===== src/rtl/uart_message_streamer.sv =====
// Streams a runtime-loaded byte buffer into a UART transmitter, one byte per frame,
// with single-shot or repeating passes, a fixed inter-pass gap, and immediate abort.
module uart_message_streamer #(
    parameter int MSG_DEPTH  = 16,
    parameter int GAP_CYCLES = 0,
    localparam int AW        = $clog2(MSG_DEPTH)
) (
    input  logic          clk_i,
    input  logic          rst_i,
    input  logic          wr_en_i,
    input  logic [AW-1:0] wr_addr_i,
    input  logic [7:0]    wr_data_i,
    input  logic [AW:0]   msg_len_i,
    input  logic          start_i,
    input  logic          repeat_en_i,
    input  logic          abort_i,
    input  logic          tx_busy_i,
    output logic          tx_transmit_o,
    output logic [7:0]    tx_byte_o,
    output logic          busy_o,
    output logic          done_o,
    output logic [AW-1:0] byte_idx_o,
    output logic [2:0]    dbg_state_o
);

    localparam int GW = (GAP_CYCLES > 1) ? $clog2(GAP_CYCLES) : 1;
    localparam logic [GW-1:0] GAP_LAST  = GW'((GAP_CYCLES > 0) ? GAP_CYCLES - 1 : 0);
    localparam logic [AW:0]   DEPTH_LEN = (AW + 1)'(MSG_DEPTH);
    localparam logic [AW:0]   LEN_ONE   = (AW + 1)'(1);

    // Handshake: the UART accepts a byte when tx_transmit is high for one cycle
    // while tx_busy is low; tx_busy then rises and stays high until the frame ends.
    typedef enum logic [2:0] {
        IDLE       = 3'd0,
        SEND       = 3'd1,
        WAIT_START = 3'd2,
        WAIT_DONE  = 3'd3,
        GAP        = 3'd4
    } state_t;

    state_t         state_q;
    logic           tx_transmit_q;
    logic [7:0]     tx_byte_q;
    logic           done_q;
    logic [AW-1:0]  byte_idx_q;
    logic [AW:0]    len_q;
    logic [GW-1:0]  gap_cnt_q;

    logic [7:0]     mem_q [MSG_DEPTH];

    logic [7:0]     tx_byte_d;
    logic           last_byte_d;
    logic [AW:0]    len_d;

    // Buffer contents survive reset; a same-edge write leaves the read with the old byte.
    always_ff @(posedge clk_i) begin
        if (wr_en_i) begin
            mem_q[wr_addr_i] <= wr_data_i;
        end
    end

    always_comb begin
        tx_byte_d   = mem_q[byte_idx_q];
        last_byte_d = ({1'b0, byte_idx_q} == (len_q - LEN_ONE));
        len_d       = (msg_len_i > DEPTH_LEN) ? DEPTH_LEN : msg_len_i;
    end

    always_ff @(posedge clk_i) begin
        if (rst_i) begin
            state_q       <= IDLE;
            tx_transmit_q <= 1'b0;
            tx_byte_q     <= 8'h00;
            done_q        <= 1'b0;
            byte_idx_q    <= '0;
            len_q         <= '0;
            gap_cnt_q     <= '0;
        end else begin
            done_q <= 1'b0;
            if (abort_i) begin
                // A byte already taken by the UART finishes on the line on its own.
                state_q       <= IDLE;
                tx_transmit_q <= 1'b0;
            end else begin
                case (state_q)
                    IDLE: begin
                        if (start_i) begin
                            if (msg_len_i != '0) begin
                                len_q      <= len_d;
                                byte_idx_q <= '0;
                                state_q    <= SEND;
                            end else begin
                                done_q <= 1'b1;
                            end
                        end
                    end
                    SEND: begin
                        if (!tx_busy_i) begin
                            tx_transmit_q <= 1'b1;
                            tx_byte_q     <= tx_byte_d;
                            state_q       <= WAIT_START;
                        end
                    end
                    WAIT_START: begin
                        tx_transmit_q <= 1'b0;
                        if (tx_busy_i) begin
                            state_q <= WAIT_DONE;
                        end
                    end
                    WAIT_DONE: begin
                        if (!tx_busy_i) begin
                            if (!last_byte_d) begin
                                byte_idx_q <= byte_idx_q + AW'(1);
                                state_q    <= SEND;
                            end else begin
                                done_q <= 1'b1;
                                if (repeat_en_i) begin
                                    if (GAP_CYCLES == 0) begin
                                        byte_idx_q <= '0;
                                        state_q    <= SEND;
                                    end else begin
                                        gap_cnt_q <= GAP_LAST;
                                        state_q   <= GAP;
                                    end
                                end else begin
                                    state_q <= IDLE;
                                end
                            end
                        end
                    end
                    GAP: begin
                        if (gap_cnt_q == '0) begin
                            byte_idx_q <= '0;
                            state_q    <= SEND;
                        end else begin
                            gap_cnt_q <= gap_cnt_q - GW'(1);
                        end
                    end
                    default: begin
                        state_q <= IDLE;
                    end
                endcase
            end
        end
    end

    assign tx_transmit_o = tx_transmit_q;
    assign tx_byte_o     = tx_byte_q;
    assign busy_o        = (state_q != IDLE);
    assign done_o        = done_q;
    assign byte_idx_o    = byte_idx_q;
    assign dbg_state_o   = state_q;

endmodule


===== config.mk =====
export PLATFORM = sky130hd
export DESIGN_NAME = uart_message_streamer
export DESIGN_NICKNAME = d
export VERILOG_FILES = /design/src/rtl/uart_message_streamer.sv
export SDC_FILE = /design/constraint.sdc
export NUM_CORES = 1
export LEC_CHECK = 0
export ABC_AREA = 1
export CAP_MARGIN = 20
export CORE_ASPECT_RATIO = 1.75
export CORE_UTILIZATION = 50
export CTS_BUF_LIST = sky130_fd_sc_hd__clkbuf_2
export DETAILED_ROUTE_END_ITERATION = 8
export GPL_TIMING_DRIVEN = 0
export PLACE_DENSITY_LB_ADDON = 0.05
export SLEW_MARGIN = 20
export SYNTH_ARGS = -nofsm -noshare
export SYNTH_HDL_FRONTEND = slang
export SYNTH_SLANG_ARGS = --single-unit
export TNS_END_PERCENT = 30

===== constraint.sdc =====
create_clock -name clk_i -period 1.85 [get_ports clk_i]
set_input_delay 0.2775 -clock clk_i [delete_from_list [all_inputs] [get_ports clk_i]]
set_output_delay 0.2775 -clock clk_i [all_outputs]
set_load 0.02 [all_outputs]

# Word-level counts from Yosys, hierarchy flattened
# Memories as Yosys holds them, arrays and structs flattened. A register that Yosys moved wholly into a read port is not among the register bits.
# Cells that the tools add are included.
# totals
n_memories	1
register_bits	15
elab_cells	64
mem_bits_rw	128
# memory_table
memory	depth	word_bits	rd	rd_clocked_by_memory_dff	write_ports	line_no	text
mem_q	16	8	1	1	1	49	logic [7:0] mem_q [MSG_DEPTH];
# classes
n_eq_ne	12
n_addsub	3
bitwise_logic	2
n_lt_le_gt_ge	1
n_mux	27
n_reduce_logical	12
# op_table
cell	count
$mux 4	6
$mux 3	6
$pmux 3 s5	1
$ne 2x2->1 const B	6
$pmux 4 s3	1
$mux 1	10
$reduce_and 7->1	1
$eq 3x2->1 const B	2
$reduce_and 6->1	1
$reduce_bool 3->1	2
$eq 4x5->1	1
$gt 5x5->1 const B	1
$mux 5	1
$reduce_bool 5->1	1
$sub 5x1->5 const B	1
$add 4x1->4 const B	1
$pmux 1 s2	2
$reduce_and 2->1	2
$reduce_and 4->1	1
$eq 3x1->1 const B	1
$eq 3x3->1 const B	1
$logic_not 3->1	1
$ne 3x3->1 const B	1
$reduce_and 3->1	1
other kinds (4)	5

# Logic depth before layout (Yosys ltp)
# Gate-level depths: netlist of the first run.
# logic_depth
ltp_word	5
mapped_depth	14

# Least setup slack after synthesis of the first run
# OpenSTA, ideal clock, no wires.
# synth_path
path_type	reg-to-reg
start	register state_q[0] (netlist: dbg_state_o[0])
end	register byte_idx_q[3] (netlist: byte_idx_o[3])
period_less_slack_ns	1.759
path_slack_ns	0.091
arrival_ns	1.644
required_time_ns	1.735
setup_time_ns	0.115
path_stages_with_launch	9
cell_sequence	dfxtp_1 inv_1 ha_1 inv_1 nor2_1 nor3_2 nand3_1 nand2_1 nor2_1
# synth_via
elab_chain_cells	3
elab_cells_between_ends	11
classes_between	eq/ne: 7; mux: 1; reduce/logical: 3
# synth_lines
element	line_no	text
start: declaration	41	state_t state_q;
start signal: assignment	70	state_q <= IDLE;
start signal: assignment	81	state_q <= IDLE;
start signal: assignment	90	state_q <= SEND;
$eq 3x2->1 (tied with other cells)	84	case (state_q)
$ne 3x3->1 (no line) (tied with other cells)	n/a	
$reduce_and 7->1 (no line)	n/a	
end signal: assignment	112	byte_idx_q <= byte_idx_q + AW'(1);
end: declaration	45	logic [AW-1:0] byte_idx_q;
# Parallel ways exist; a longest one is shown, timed or not.
# A chain may end at the register's enable or synchronous reset.

==> results by group, run 1 <==
Outcome
  • Status: complete, no violations

Detailed routing
  • First-pass detailed-route iteration total: 6
  • Post-route ant nets: 0
  • First DRT Iteration DRCs: 465
  • Residual DRC: 0
  • DRT Wirelength: between 15,000 and 20,000 um
  • Routed len/inst: approximately 20 um
  • Vias per cell: between 5 and 6
  • Via count: about 4,600

Layout
  • Footprint of the multi-input gates: 1820 um^2
  • Fillers: 1,089
  • FF/Latch Area: between 4000 and 5000 um^2
  • Fraction of layout cells with a size suffix above 1: ~15%
  • Layout area overhead: 15.6%
  • Post-route cell area: 7310 um^2
  • NumNets Final: approximately 670
  • Non-Filler Instances: a little over 800

Die
  • Die area: roughly 13,000 um^2
  • CORE AREA: around 12,000 um^2
  • Die X: 87 um
  • Ports: 42
  • Initial core utilization: about 51%
  • Die H: around 150 um
  • Num rows: 54

Global routing
  • GR Overflow Total: 0
  • Global-route usage over all layers: roughly 27%
  • Number of global-route vias before repair: approximately 4,400
  • First-pass GRT wire length: about 25,000 um
  • Initial antenna violation count: 1
  • Largest net degree at the start of global routing: 17

Synthesis
  • Area contributors post-synth: edfxtp_1 (61%), nor2_1 (7.8%), dfxtp_1 (6.6%), o211ai_1 (4.7%), o21ai_0 (4.5%)
  • #FFs+latches synth: 149
  • Synthesis Warnings: 0
  • Synth top area share: between 60% and 70%
  • Synthesized net count: 600
  • Most frequent cell after synthesis: nor2_1
  • Top_reg_cell synth: edfxtp_1
  • Post-synth EDFFs: around 130
  • Synth area leader: edfxtp_1
  • Synth top cells by count: nor2_1 (131), edfxtp_1 (128), o21ai_0 (57)
  • Mapped Cells: 570
  • Share of flip-flops with an asynchronous set or reset: 0%
  • Mapped cell area: 6320 um^2
  • Yosys cell types: 29
  • Mapped Avg Cell Area: between 10 and 15 um^2
  • Sequential fraction of the synthesis area: approximately 67%

Hold path
  • Hold WC Path Type: in -> reg
  • Hold Path Origin: rst_i

Timing
  • Clock Skews: 0.0458 ns
  • Final hold vios: 0
  • Worst slew pin tran: between 0.9 and 1 ns
  • Final Critical Period: 1.81 ns
  • Fin. max-slew vios: 0
  • Max-slew headroom: a little under two fifths
  • Max Clk Rate: 0.553 GHz
  • Endpoints failing setup: 0
  • Crit share post-route: between 90 and 100%
  • Unrepaired setup endpoints after global routing: yes

Flow run
  • Max-cap violations: 0

Critical path
  • Slowest Stage Delay on Critical Path: 0.42 ns
  • Worst setup EP type: flop
  • Crit path DAT: about 2.5 ns
  • Critical path's slowest cell: dfxtp_4
  • Worst setup SP type: flop
  • Delay-heaviest family, CP: buffers and inverters
  • Critical path class: reg -> reg
  • R2r startpoint: byte_idx_o[0]
  • Worst Path Buf+Inv: 4
  • CP startpoint: byte_idx_o[0]
  • CP required: approximately 2.5 ns
  • Worst Path Max Fanout: 10
  • Critical path, cell by cell: inv_2 -> buf_6 -> clkbuf_4 -> nor2_1 -> o211ai_1 -> nand3_1 -> nand3_1 -> o211ai_1 -> inv_1

CTS
  • Buffer levels on the longest clock path: 2
  • Clock latency on the worst-skew pair: approximately 0.70 ns
  • H-tree depth: 4
  • Clock slew seen by the registers of the worst setup and hold paths: 0.24 ns
  • Root buffer cell: clkbuf_2
  • CTS Hold Buffers Added: 0
  • Total CTS buffers: 17
  • TritonCTS clock tree: built
  • # clock sinks: between 100 and 150

Placed design
  • Placed cell count: slightly below 800
  • Port buffer count: 40
  • Placed cell areas: 6930 um^2
  • HPWL Detailed: around 12,000 um
  • Gpl congestion: 0.830

Pwr
  • Pwr dens: approximately 900 nW/um^2
  • Power, Total: roughly 6.5 mW
  • Static Leak: 2.65 nW
  • Peak VDD IR: just under 0.0006 V
-- metrics by stage --
step                      util [%]  hold WS [ns]  TNS [ns]  worst slack [ns]
after floorplan                  -         0.347         0            0.0912
after global placement        56.1         0.478    -24.12            -0.330
after detailed placement      56.1         0.489    -30.56            -0.372
after CTS                     58.0         0.173    -0.124            -0.124
after global routing          59.1         0.129    -0.181           -0.0559
final                         59.1         0.193         0            0.0432
-- kinds of logic (layout without fill, tap and decap cells) --
group / count (synthesis) / count (layout) / synth area share (%)
other: 1 / 2 / 0.0593
AND/OR/NAND/NOR: 222 / 222 / 14.5
AO/OA/AOI/OAI: 127 / 127 / 11.7
XOR/XNOR: 2 / 2 / 0.277
buffers and inverters: 63 / 145 / 4.81
adder cells (fa/ha/maj): 6 / 6 / 1.19
flip-flops: 149 / 149 / 67.4
-- what timing repair did --
item / in CTS / in global routing
pin swaps: 0 / 9
gates resized for setup: 35 / 37
setup buffers: 2 / 8
endpoints found under the setup margin: 29 / 18
hold endpoints to repair: 0 / 0
-- power breakdown --
| group | total, mW | switching (mW) | leakage (nW) | internal (mW) |
|---|---|---|---|---|
| clock | 1.70 | 1.19 | 0.136 | 0.514 |
| combinational | 1.03 | 0.667 | 1.18 | 0.361 |
| sequential | 3.77 | 0.0415 | 1.33 | 3.73 |
-- metal layers --
layer  vias up  global-route usage, %  share of wire [%]
li1       2169                      -                  -
met1      2243                   30.8                 36
met2       177                   49.8                 55
met3        42                   4.61                5.1
met4         0                   13.1                4.4
met5         -                      0                  0
-- sequential cells by signal (all words and copies together) (netlist names) --
name and flops:
len_q 5, byte_idx_o 4, mem_q 128, tx_byte_o 8, dbg_state_o 2, done_o 1
tx_transmit_o 1
-- cell usage in the layout (no fill, tap or decap), types with 6 or more instances in the layout --
cell type,instances
clkbuf_2,25
nor2_1,129
nand2_1,42
nand3_1,35
inv_1,26
buf_6,6
clkdlybuf4s50_1,23
o211ai_1,40
buf_2,7
a21oi_1,15
dlygate4sd2_1,13
dfxtp_1,15
o21ai_1,13
inv_6,6
buf_4,16
edfxtp_1,128
o21ai_0,57
inv_2,6
-- layout make-up --
type | instances | area share [%]
sequential | 149 | 58.5
multi-input combinational | 358 | 24.9
timing repair buffer | 50 | 6.20
tap | 168 | 2.88
buffer | 29 | 2.67
inverter | 34 | 1.85
clock inverter | 13 | 1.66
clock buffer | 19 | 1.30
antenna | 1 | 0.0342
-- worst paths after layout --
path | endpoint | slack, ns | cells past startpoint
setup / recovery | tx_byte_o[0] | 0.04 | 9
hold / removal | len_q[4] | 0.19 | 2
setup reg to reg | tx_byte_o[0] | 0.04 | 9
hold reg to reg | len_q[4] | 0.52 | 2
-- worst reg2reg max path, delay by kind of cell, from the launching register on --
kind | cells | cell delay, ns
AND/OR/NAND/NOR | 3 | 0.47
AO/OA/AOI/OAI | 2 | 0.34
buffers and inverters | 4 | 0.58
flip-flops | 1 | 0.42
Power figures use the tool's default switching activity.
==> inputs of run 2 (changes only) <==
Settings changed: CAP_MARGIN 20 to default.
==> results of run 2 <==
Same layout as run 1: the final DEF is identical, and so are final timing and power.
